`src/rtl/matrix_entry_ctrl_if.sv`:
```
// Bundles the command strobes and write/status outputs of matrix_entry_ctrl.
// Ports: start/isdig/digitCode/enter/clear (plus bksp with ENTRY_BACKSPACE_EN) in;
//        wr_en/wr_row/wr_col/wr_data, cur_val, busy, done, ovf out of the controller.
// Modports: master = keypad front end / bench, slave = the entry controller.
interface matrix_entry_ctrl_if #(
  parameter int W = 8
);
  logic         start;
  logic         isdig;
  logic [3:0]   digitCode;
  logic         enter;
  logic         clear;
`ifdef ENTRY_BACKSPACE_EN
  logic         bksp;
`endif
  logic         wr_en;
  logic [1:0]   wr_row;
  logic [1:0]   wr_col;
  logic [W-1:0] wr_data;
  logic [W-1:0] cur_val;
  logic         busy;
  logic         done;
  logic         ovf;

  modport master (
    output start, isdig, digitCode, enter, clear,
`ifdef ENTRY_BACKSPACE_EN
    output bksp,
`endif
    input  wr_en, wr_row, wr_col, wr_data, cur_val, busy, done, ovf
  );

  modport slave (
    input  start, isdig, digitCode, enter, clear,
`ifdef ENTRY_BACKSPACE_EN
    input  bksp,
`endif
    output wr_en, wr_row, wr_col, wr_data, cur_val, busy, done, ovf
  );
endinterface

```
`src/rtl/matrix_entry_ctrl.sv`:
```
// Purpose: turns keypad digit strobes into decimal element values, one row-major write per element.
// Latency: wr_en asserts the cycle after enter is sampled; ovf pulses the cycle after a rejected digit.
// Backpressure: none - matrix storage must accept every wr_en pulse.
// Ports: clk, nrst (sync, active-low), bus (matrix_entry_ctrl_if.slave).
// Optional: define ENTRY_BACKSPACE_EN to add the bksp strobe (acc/10, count-1).
module matrix_entry_ctrl #(
  parameter int DIM    = 2,
  parameter int MAXDIG = 3,
  parameter int W      = 8
) (
  input  logic               clk,
  input  logic               nrst,
  matrix_entry_ctrl_if.slave bus
);

  localparam int         CW   = $clog2(MAXDIG + 1);
  localparam logic [1:0] LAST = 2'(DIM - 1);

  typedef enum logic [1:0] {
    ST_IDLE  = 2'd0,
    ST_ENTRY = 2'd1,
    ST_WRITE = 2'd2,
    ST_DONE  = 2'd3
  } state_t;

  state_t        state_q, state_d;
  logic [W-1:0]  acc_q;
  logic [CW-1:0] cnt_q;
  logic [1:0]    row_q, col_q;
  logic          ovf_q;

  logic          bksp_s;
  logic [W+3:0]  acc_ext;
  logic          dig_ok;
  logic          last_elem;

`ifdef ENTRY_BACKSPACE_EN
  assign bksp_s = bus.bksp;
`else
  assign bksp_s = 1'b0;
`endif

  // acc*10 + digit in W+4 bits cannot wrap, so the range compare is exact.
  assign acc_ext   = (W+4)'(acc_q) * (W+4)'(10) + (W+4)'(bus.digitCode);
  assign dig_ok    = (cnt_q < CW'(MAXDIG)) && (bus.digitCode <= 4'd9) &&
                     (acc_ext <= (W+4)'({W{1'b1}}));
  assign last_elem = (row_q == LAST) && (col_q == LAST);

  // State register
  always_ff @(posedge clk) begin
    if (!nrst) state_q <= ST_IDLE;
    else       state_q <= state_d;
  end

  // Next-state logic; clear wins from every state.
  always_comb begin
    state_d = state_q;
    if (bus.clear) begin
      state_d = ST_IDLE;
    end else begin
      case (state_q)
        ST_IDLE:  if (bus.start) state_d = ST_ENTRY;
        ST_ENTRY: if (bus.enter) state_d = ST_WRITE;
        ST_WRITE: state_d = last_elem ? ST_DONE : ST_ENTRY;
        ST_DONE:  if (bus.start) state_d = ST_ENTRY;
        default:  state_d = ST_IDLE;
      endcase
    end
  end

  // Datapath: accumulator, digit count, element indices, reject pulse.
  always_ff @(posedge clk) begin
    if (!nrst) begin
      acc_q <= '0;
      cnt_q <= '0;
      row_q <= '0;
      col_q <= '0;
      ovf_q <= 1'b0;
    end else begin
      ovf_q <= 1'b0;
      if (bus.clear) begin
        acc_q <= '0;
        cnt_q <= '0;
        row_q <= '0;
        col_q <= '0;
      end else begin
        case (state_q)
          ST_IDLE, ST_DONE: begin
            if (bus.start) begin
              acc_q <= '0;
              cnt_q <= '0;
              row_q <= '0;
              col_q <= '0;
            end
          end
          ST_ENTRY: begin
            if (bus.enter) begin
              // value is held for the WRITE cycle
            end else if (bksp_s) begin
              if (cnt_q != '0) begin
                acc_q <= acc_q / W'(10);
                cnt_q <= cnt_q - CW'(1);
              end
            end else if (bus.isdig) begin
              if (dig_ok) begin
                acc_q <= acc_ext[W-1:0];
                cnt_q <= cnt_q + CW'(1);
              end else begin
                ovf_q <= 1'b1;
              end
            end
          end
          ST_WRITE: begin
            acc_q <= '0;
            cnt_q <= '0;
            if (col_q < LAST) begin
              col_q <= col_q + 2'd1;
            end else begin
              col_q <= '0;
              row_q <= row_q + 2'd1;
            end
          end
          default: ;
        endcase
      end
    end
  end

  // Outputs; the write bus is forced to zero outside the WRITE cycle.
  always_comb begin
    bus.wr_en   = (state_q == ST_WRITE);
    bus.wr_row  = bus.wr_en ? row_q : 2'd0;
    bus.wr_col  = bus.wr_en ? col_q : 2'd0;
    bus.wr_data = bus.wr_en ? acc_q : '0;
    bus.cur_val = acc_q;
    bus.busy    = (state_q == ST_ENTRY) || (state_q == ST_WRITE);
    bus.done    = (state_q == ST_DONE);
    bus.ovf     = ovf_q;
  end

endmodule

```
`src/flat_wrapper.sv`:
```
// flat-port wrapper written by rule: the top's interface ports become plain ports
module matrix_entry_ctrl_flat 
#(
  parameter int DIM    = 2,
  parameter int MAXDIG = 3,
  parameter int W      = 8
)
  (clk, nrst, bus_start, bus_isdig, bus_digitCode, bus_enter, bus_clear, bus_wr_en, bus_wr_row, bus_wr_col, bus_wr_data, bus_cur_val, bus_busy, bus_done, bus_ovf);
  matrix_entry_ctrl_if #(.W(W)) bus_i ();
  input  logic clk;
  input  logic nrst;
  input wire logic [$bits(bus_i.start)-1:0] bus_start;
  input wire logic [$bits(bus_i.isdig)-1:0] bus_isdig;
  input wire logic [$bits(bus_i.digitCode)-1:0] bus_digitCode;
  input wire logic [$bits(bus_i.enter)-1:0] bus_enter;
  input wire logic [$bits(bus_i.clear)-1:0] bus_clear;
  output wire logic [$bits(bus_i.wr_en)-1:0] bus_wr_en;
  output wire logic [$bits(bus_i.wr_row)-1:0] bus_wr_row;
  output wire logic [$bits(bus_i.wr_col)-1:0] bus_wr_col;
  output wire logic [$bits(bus_i.wr_data)-1:0] bus_wr_data;
  output wire logic [$bits(bus_i.cur_val)-1:0] bus_cur_val;
  output wire logic [$bits(bus_i.busy)-1:0] bus_busy;
  output wire logic [$bits(bus_i.done)-1:0] bus_done;
  output wire logic [$bits(bus_i.ovf)-1:0] bus_ovf;
  assign bus_i.start = bus_start;
  assign bus_i.isdig = bus_isdig;
  assign bus_i.digitCode = bus_digitCode;
  assign bus_i.enter = bus_enter;
  assign bus_i.clear = bus_clear;
  assign bus_wr_en = bus_i.wr_en;
  assign bus_wr_row = bus_i.wr_row;
  assign bus_wr_col = bus_i.wr_col;
  assign bus_wr_data = bus_i.wr_data;
  assign bus_cur_val = bus_i.cur_val;
  assign bus_busy = bus_i.busy;
  assign bus_done = bus_i.done;
  assign bus_ovf = bus_i.ovf;
  matrix_entry_ctrl #(.DIM(DIM), .MAXDIG(MAXDIG), .W(W)) u_core (.clk(clk), .nrst(nrst), .bus(bus_i));
endmodule
```
`config.mk`:
```
export PLATFORM = sky130hd
export DESIGN_NAME = matrix_entry_ctrl_flat
export DESIGN_NICKNAME = d
export VERILOG_FILES = /design/src/rtl/matrix_entry_ctrl_if.sv /design/src/rtl/matrix_entry_ctrl.sv /design/src/flat_wrapper.sv
export SDC_FILE = /design/constraint.sdc
export NUM_CORES = 1
export LEC_CHECK = 0
export BUFFER_PORTS_ARGS = -buffer_cell sky130_fd_sc_hd__buf_4
export CORE_UTILIZATION = 53
export DETAILED_ROUTE_END_ITERATION = 8
export GPL_TIMING_DRIVEN = 1
export MAX_ROUTING_LAYER = met4
export PLACE_DENSITY = 0.75
export SKIP_LAST_GASP = 1
export SLEW_MARGIN = 20
export SYNTH_ARGS = -nofsm -noshare
export SYNTH_HDL_FRONTEND = slang
export SYNTH_SLANG_ARGS = --single-unit
```
`constraint.sdc`:
```
create_clock -name clk -period 3 [get_ports clk]
set_input_delay 0.45 -clock clk [delete_from_list [all_inputs] [get_ports clk]]
set_output_delay 0.45 -clock clk [all_outputs]
set_load 0.05 [all_outputs]
```
==> results.md, run 1 <==
* Status: finished, final reports clean
* FILL cells at between 150 and 200
* CP arrival at slightly above 3000 ps
* Largest net degree at the start of global routing at 22
* Pwr per Cell Area at 235.8 nW/um^2
* R2r setup slk at roughly 160 ps
* Switching share of total power at 0.2965
* Critical Path Source Type: flip-flop
* Required time worst endpoint at ~3200 ps
* Core Region at 2522 um^2
* H-tree Lvls at 1
* Detailed Place HPWL at approximately 2600 um
* 1st-pass router iterations at 4
* YS warnings at 0
* Wirelength per Cell at 14.37 um
* Number of flops mapped to enable cells by yosys at 0
* Setup TNS at 0 ps
* Mean Syn Cell Area at between 8 and 9 um^2
* Clk buf depth at 2
* Crit Path Max Fanout at 5
* Post-synth top area cell: dfxtp_1
* Total number of vias at 1305
* Fmax at roughly 350 MHz
* Residual DRC at 0
* Die width at 54.22 um
* Worst hold slack at 322.2 ps
* Core Util, Final at 0.7411
* Leakage at roughly 0.85 nW
* Worst Skew at 6.294 ps
* Tmin final at 2841 ps
* Hold_buf cts at 0
* P_sw at around 0.13 mW
* Footprint of the multi-input gates at 1095 um^2
* Initial antenna violation count at 0
* Flop pwr share at 0.522
* Die Area at 2939 um^2
* Slew Limit Fails at 0
* ANT nets after route at 0
* Placement-stage worst setup slack at 108.9 ps
* Mapped Area at 1445 um^2
* Combinational cell fraction of total power at 0.186
* Vias in the first global route at 1148
* DR vias/cell at 5.438
* Area delta synth->final at 29.35%
* Post-route setup slack at 158.9 ps
* Clk_lat worst skew at approximately 300 ps
* Row count at 18
* Mapped Cells at between 150 and 200
* First-pass GRT wire length at around 5300 um
* Layout cell share with drive strength beyond 1 at 0.3048
* Length in cells of the worst reg-to-reg path at 10
* Most used DFF post-synth: dfxtp_1
* Root Buffer: clkbuf_4
* Worst Path Class, Setup: flip-flop to flip-flop
* Hold depth at 2
* PortBufs at 33
* Post-synthesis register bit count at 17
* Final wirelength at about 3400 um
* Register area share after synthesis at 0.2355
* Internal at between 0.3 and 0.4 mW
* Synth cell types at 38
* Worst Max-Slew Pin Slew at about 600 ps
* Initial DRC count at 38
* Overall Global Routing Usage at 0.2583
* Final Cycle Share at 0.9470
* Syn Nets at roughly 200
* Top cell type's share of synthesized area at 0.2355
* Power share of the clock group at 0.292
* Reg area at 345.3 um^2
* Nets at 247
* N_diodes at 0
* Initial Util at 0.5729
* Setup crit end kind: flip-flop
* TritonCTS clock tree: yes
* Die Ht at 54.22 um
* Slew Limit Headroom at 0.5980
* IO Pins at 34
* Synth area leaders: dfxtp_1, ha_1, mux2i_1
* CTS buffer count at 3
* Final GP Congestion at 0.8556
* Clock transition at path regs at ~110 ps
* Gr ovfl total at 0
* CTS sink count at 17
* Worst IR Drop VDD at slightly above 0.2 mV
* Async SR Flop Fraction at 0
* Worst Hold Class: input pin to flip-flop
* Fin. Hold Viols at 0
* Final setup fails at 0
* Max cap viols at 0
-- cells in the mapped netlist (2+ instances only) --
cell	number
ha_1	24
nand2_1	21
dfxtp_1	17
and2_1	15
nor2_1	11
mux2i_1	10
inv_1	9
a21oi_1	8
nand2b_1	5
o21ai_0	5
xnor2_1	5
clkbuf_1	3
nand3_1	3
a211oi_1	2
fa_1	2
nand3b_1	2
nor2b_1	2
or2_2	2
xor2_1	2
-- flip-flops by register name, indices dropped and copies added, names as in the netlist --
| name | count |
|---|---|
| u_core.bus.cur_val | 8 |
| u_core.cnt_q | 2 |
| u_core.col_q | 2 |
| u_core.row_q | 2 |
| u_core.state_q | 2 |
| u_core.bus.ovf | 1 |
-- metal layers --
metal	global-route usage	share of wire	vias to the layer above
met5	-	0	-
met4	0.07265	0.0084	0
met3	0.03611	0.047	4
met2	0.4045	0.49	36
met1	0.3451	0.46	611
li1	-	-	654
-- repair_timing --
item	in CTS	in global routing
setup endpoints to repair	0	10
setup buffers	0	4
gates resized for setup	0	14
-- power groups by stage --
stage / Sequential (mW) / Combinational, mW / Clock, mW
floorplan: 0.236 / 0.0534 / 0
global placement: 0.236 / 0.0770 / 0
detailed placement: 0.236 / 0.0778 / 0
CTS: 0.231 / 0.0788 / 0.128
global route: 0.230 / 0.0899 / 0.140
finish: 0.230 / 0.0821 / 0.129
-- final timing paths --
path	from	end
max	u_core.bus.cur_val[3]$_SDFFE_PP0P_	u_core.bus.cur_val[0]$_SDFFE_PP0P_
min	bus_enter	u_core.bus.ovf$_SDFF_PP0_
max reg2reg	u_core.bus.cur_val[3]$_SDFFE_PP0P_	u_core.bus.cur_val[0]$_SDFFE_PP0P_
min reg2reg	u_core.cnt_q[1]$_SDFFE_PP0P_	u_core.cnt_q[1]$_SDFFE_PP0P_
-- worst max-delay path, stage by stage (launching register included) --
cell and delay, ps:
dfxtp_1 370, buf_4 170, ha_1 310, ha_1 370, o21ai_0 290, nor2_2 90, nor4_2 300, nand3_1 190
a211oi_4 310, buf_6 180, mux2i_1 190
-- placed cells by master (no fill, tap or decap), types with 2 or more instances in the layout --
cell type,instances
buf_4,41
ha_1,22
nand2_1,21
and2_1,15
dfxtp_1,15
nor2_1,11
mux2i_1,10
inv_1,9
a21oi_1,7
o21ai_0,5
nand2b_1,5
xnor2_1,4
nand3_1,3
clkbuf_4,3
a211oi_4,2
a21oi_2,2
nand3b_1,2
xor2_1,2
or2_2,2
a211oi_1,2
nor2b_1,2
ha_4,2
buf_6,2
-- cell families after synthesis --
| logic type | share of synthesized area |
|---|---|
| DFF | 0.2355 |
| AOI/OAI and AO/OA | 0.1238 |
| buffers and inverters | 0.03896 |
| and+or+nand+nor | 0.2468 |
| xor gates and xnor gates | 0.04243 |
| muxes | 0.07706 |
| adders and majority gates | 0.2355 |
-- stage by stage --
stage	cells	instance area [um^2]	power [mW]
2_1_floorplan	167	1445	0.2891
3_3_place_gp	231	1745	0.3126
5_1_grt	240	1869	0.4598
6_report	240	1869	0.4408
3_5_place_dp	231	1745	0.3136
4_1_cts	235	1773	0.4374
-- layout make-up --
type / instances / area share
multi-input combinational: 137 / 0.5857
sequential: 17 / 0.1847
timing repair buffer: 43 / 0.1767
tap: 30 / 0.02008
inverter: 9 / 0.01807
clock buffer: 3 / 0.01205
clock inverter: 1 / 0.002677
Note: power is estimated with default switching activity, not from simulation.
==> run 2, diff against run 1 <==
Settings changed: RECOVER_POWER set to 50.
==> run 2 against run 1 <==
- sequential cell count is the same
- hold slack lost 0.57 ps
- sequential share of layout area increased by 0.50 points
- critical path depth is the same
- worst setup slack better by 3.3 ps
- die area stayed put
- core utilization down 1.9 points
- clock power about the same
- critical endpoint unchanged
==> results.md, run 2 (same netlist as run 1, synthesis figures left out) <==
* Status: finished, final reports clean
* Critical Path Source Type: flip-flop
* Wirelength per Cell at between 10 and 15 um
* Fmax at approximately 350 MHz
* Vias in the first global route at 1148
* Crit Path Max Fanout at 5
* Final GP Congestion at 0.8556
* Worst hold slack at 321.6 ps
* Worst Skew at 5.450 ps
* Clk_lat worst skew at 300 ps
* Gr ovfl total at 0
* Overall Global Routing Usage at 0.2583
* Largest net degree at the start of global routing at 22
* Max FFs per register at 8
* Worst IR Drop VDD at 0.2050 mV
* Clock transition at path regs at about 110 ps
* CP arrival at 3070 ps
* Reg-to-reg startpoint: u_core.bus.cur_val[3]$_SDFFE_PP0P_
* TritonCTS clock tree: yes
* DR vias/cell at 5.513
* N_diodes at 0
* Final wirelength at 3468 um
* Initial antenna violation count at 0
* Initial DRC count at 24
* R2r setup slk at 160 ps
* Fin. Hold Viols at 0
* CTS sink count at 17
* Slowest CP cell: dfxtp_1
* H-tree Lvls at 1
* Layout cell share with drive strength beyond 1 at 0.2429
* Crit path top cell by count: ha_1
* Detailed Place HPWL at 2605 um
* Die width at 54.22 um
* Residual DRC at 0
* Worst Path Class, Setup: flip-flop to flip-flop
* Setup crit start: u_core.bus.cur_val[3]$_SDFFE_PP0P_
* Required time worst endpoint at 3230 ps
* Nets at 247
* Final Cycle Share at 0.9460
* Setup TNS at 0 ps
* Critical path's largest stage delay at 370 ps
* 1st-pass router iterations at 4
* Worst Max-Slew Pin Slew at 613.1 ps
* Tmin final at 2838 ps
* Slew Limit Headroom at 0.5898
* Commonest non-fill, non-tap cells in the layout: buf_4, ha_1, nand2_1
* Cell Chain, Critical Path: buf_4 > ha_1 > ha_1 > o21ai_0 > nor2_2 > nor4_2 > nand3_1 > a211oi_4 > buf_6 > mux2i_1
* Total number of vias at 1323
* Die Area at between 2000 and 3000 um^2
* Core Region at 2522 um^2
* Initial Util at 0.5729
* Slew Limit Fails at 0
* PortBufs at 33
* Worst Hold Class: input pin to flip-flop
* CTS buffer count at 3
* Setup crit end kind: flip-flop
* Clk buf depth at 2
* Min-delay src: bus_enter
* Leakage at around 0.80 nW
* IO Pins at 34
* First-pass GRT wire length at 5271 um
* Pwr per Cell Area at 240.4 nW/um^2
* Die Ht at approximately 54 um
* Hold_buf cts at 0
* ANT nets after route at 0
* Final setup fails at 0
* Commonest non-fill, non-tap cell in the layout: buf_4
* Root Buffer: clkbuf_4
* Row count at 18
* Max cap viols at 0
* Area delta synth->final at 25.97%
## run 2: cell types whose count changed in the layout (fill, tap and decap cells not counted), sizes merged
| cell | delta |
|---|---|
| clkbuf | +13 |
| buf | -13 |
## run 2: layout make-up
cell class                 instances  area [um^2]
clock buffer                       3        22.52
clock inverter                     1        5.005
fill                             205        701.9
inverter                           9        33.78
multi-input combinational        137         1095
sequential                        17        345.3
tap                               30        37.54
timing repair buffer              43        281.5
## run 2: path summary, 6_finish.rpt
| check | to | depth (start not counted) |
|---|---|---|
| worst max-delay path | u_core.bus.cur_val[0]$_SDFFE_PP0P_ | 10 |
| worst min-delay path | u_core.bus.ovf$_SDFF_PP0_ | 2 |
| worst max register to register | u_core.bus.cur_val[0]$_SDFFE_PP0P_ | 10 |
| worst min register to register | u_core.cnt_q[1]$_SDFFE_PP0P_ | 2 |
## run 2: routing by layer
| metal | share of wire | GRT usage | vias to the layer above |
|---|---|---|---|
| met4 | 0.0084 | 0.07265 | 0 |
| li1 | - | - | 657 |
| met1 | 0.46 | 0.3451 | 618 |
| met2 | 0.48 | 0.4045 | 44 |
| met3 | 0.054 | 0.03611 | 4 |
| met5 | 0 | - | - |
## run 2: critical path: cells and delay by family, from the launching register on
| family | cells | cell delay, ps |
|---|---|---|
| mux | 1 | 190 |
| compound gates | 2 | 600 |
| buf+inv | 2 | 350 |
| simple gates | 3 | 580 |
| fa+ha+maj | 2 | 680 |
| flops | 1 | 370 |
## run 2: power by group
group | leakage, nW | switching [mW] | internal [mW] | total, mW
Clock | 0.0177 | 0.0785 | 0.0496 | 0.128
Sequential | 0.139 | 0.00286 | 0.227 | 0.230
Combinational | 0.640 | 0.0490 | 0.0307 | 0.0796
Total | 0.796 | 0.130 | 0.307 | 0.438
## run 2: what timing repair did
action,4_1_cts,5_1_grt
setup buffers,0,4
endpoints found under the setup margin,0,10
gates resized for setup,0,14
## run 2: through the flow
step	setup WS, ps	utilization	power [mW]	cell area, um^2	std cells
CTS	74.90	0.7029	0.4374	1773	235
finish	162.1	0.7217	0.4377	1821	240
floorplan	67.94	-	0.2891	1445	167
global route	-8.848	0.7217	0.4572	1821	240
global placement	233.0	0.6920	0.3126	1745	231
detailed placement	108.9	0.6920	0.3136	1745	231
==> run 3, diff against run 2 <==
Settings changed: SKIP_CTS_REPAIR_TIMING set to 1.
Clock period 3 ns to 2.7 ns, I/O delays scaled along.
==> run 3 against run 2 <==
- the run now ends with negative setup slack left
- critical path depth did not move
- total power grew 12%
- hold slack worse by 38 ps
- non-clock buffer count up 3
- combinational power grew 17%
- largest power group unchanged
- core utilization rose by 3.3 points
- clock power rose by 14%
- final cell count rose by 1.3%
- register-to-register slack got worse by 270 ps
==> results.md, run 3 (same netlist as run 1, synthesis figures left out) <==
* Core Util, Final at 0.7550
* Fmax at between 300 and 400 MHz
* Vias in the first global route at 1204
* Cell Chain, Critical Path: ha_4 > ha_4 > inv_2 > fa_2 > nand3b_1 > nor4_4 > nand3_2 > a211oi_4 > buf_6 > mux2i_1
* RSZ-0062 raised after global routing: yes
* Stages on worst setup path at 10
* Total power at ~0.5 mW
* Final setup fails at 10
* ANT nets after route at 0
* Initial DRC count at 32
* Commonest non-fill, non-tap cells in the layout: buf_4, nand2_1, ha_1
* Bufs and invs on worst path at 2
* Max cap viols at 0
* N_diodes at 0
* Setup crit start: u_core.bus.cur_val[1]$_SDFFE_PP0P_
* Die width at 54.22 um
* Nets at 250
* TritonCTS clock tree: yes
* Worst IR Drop VDD at 0.3058 mV
* H-tree Lvls at 1
* Layout cell share with drive strength beyond 1 at 0.3099
* Clock transition at path regs at 120 ps
* Crit path top cell by count: ha_4
* Fin. Hold Viols at 0
* Final GP Congestion at approximately 0.89
* IO Pins at 34
* Largest net degree at the start of global routing at 22
* Total number of vias at 1322
* Residual DRC at 0
* DP Cell Count at 232
* Leakage at 0.8370 nW
* Final Cycle Share at 1.040
* 1st-pass router iterations at 4
* Initial Util at 0.5729
* Min-delay src: bus_enter
* Commonest non-fill, non-tap cell in the layout: buf_4
* Setup TNS at -572.7 ps
* Core Region at 2522 um^2
* Slowest CP cell: fa_2
* Final wirelength at 3720 um
* Clk_lat worst skew at around 310 ps
* Crit Path Max Fanout at 5
* Max FFs per register at 8
* Pwr per Cell Area at 257.9 nW/um^2
* Setup crit end kind: flip-flop
* FILL cells at 192
* Gr ovfl total at 0
* Critical path's largest stage delay at 450 ps
* PortBufs at 33
* Wirelength per Cell at 15.31 um
* Row count at 18
* DR vias/cell at 5.440
* Post-route setup slack at -106.7 ps
* Area delta synth->final at 31.78%
* Reg-to-reg startpoint: u_core.bus.cur_val[1]$_SDFFE_PP0P_
* Die Area at 2939 um^2
* Tmin final at about 2800 ps
* Required time worst endpoint at slightly below 3000 ps
* Worst Skew at between 15 and 20 ps
* CP arrival at 3040 ps
* Worst Hold Class: input pin to flip-flop
* Worst Path Class, Setup: flip-flop to flip-flop
* CTS buffer count at 3
* Worst Max-Slew Pin Slew at 713.8 ps
* Length in cells of the worst reg-to-reg path at 10
* CTS sink count at 17
* Slew Limit Headroom at 0.5224
* Overall Global Routing Usage at 0.2647
* Non-Filler Instances at 243
* Detailed Place HPWL at 2702 um
* Slew Limit Fails at 0
* First-pass GRT wire length at 5354 um
* Status: finished with violations
* Initial antenna violation count at 0
* Hold depth at 2
* Critical Path Source Type: flip-flop
* Failing checks: negative setup slack
* Clk buf depth at 2
* Root Buffer: clkbuf_4
* Die Ht at 54.22 um
* Kind of cell adding the most delay to the critical path: adder cells
==> run 3: worst paths after layout <==
path / to / slack (ps)
max: u_core.bus.cur_val[0]$_SDFFE_PP0P_ / -110
min: u_core.bus.ovf$_SDFF_PP0_ / 280
max reg2reg: u_core.bus.cur_val[0]$_SDFFE_PP0P_ / -110
min reg2reg: u_core.cnt_q[1]$_SDFFE_PP0P_ / 490
==> run 3: area by class of cell <==
type / count / area, um^2 / area share
Clock inverter: 1 / 5.005 / 0.002628
Multi-Input combinational cell: 137 / 1129 / 0.5926
Tap cell: 30 / 37.54 / 0.01971
Inverter: 9 / 33.78 / 0.01774
Sequential cell: 17 / 357.8 / 0.1879
Clock buffer: 3 / 22.52 / 0.01183
Timing Repair Buffer: 46 / 319.1 / 0.1675
==> run 3: power breakdown <==
group | internal (mW) | total [mW] | switching [mW]
logic | 0.0361 | 0.0931 | 0.0570
clock network | 0.0553 | 0.146 | 0.0905
registers | 0.249 | 0.252 | 0.00303
==> run 3: per-stage QoR <==
step / setup slack (ps) / hold slack, ps / cell area [um^2]
floorplan: 15.67 / 438.5 / 1455
global placement: 81.10 / 445.9 / 1763
detailed placement: -87.69 / 469.5 / 1763
CTS: -119.6 / 271.3 / 1790
global route: -210.7 / 275.7 / 1904
finish: -106.7 / 284.1 / 1904
==> run 3: metal layers <==
layer | vias up | part of all wire | global-route usage
met4 | 0 | 0.0027 | 0.06410
li1 | 659 | - | -
met3 | 2 | 0.027 | 0.05000
met5 | - | 0 | -
met2 | 24 | 0.49 | 0.4289
met1 | 637 | 0.48 | 0.3378
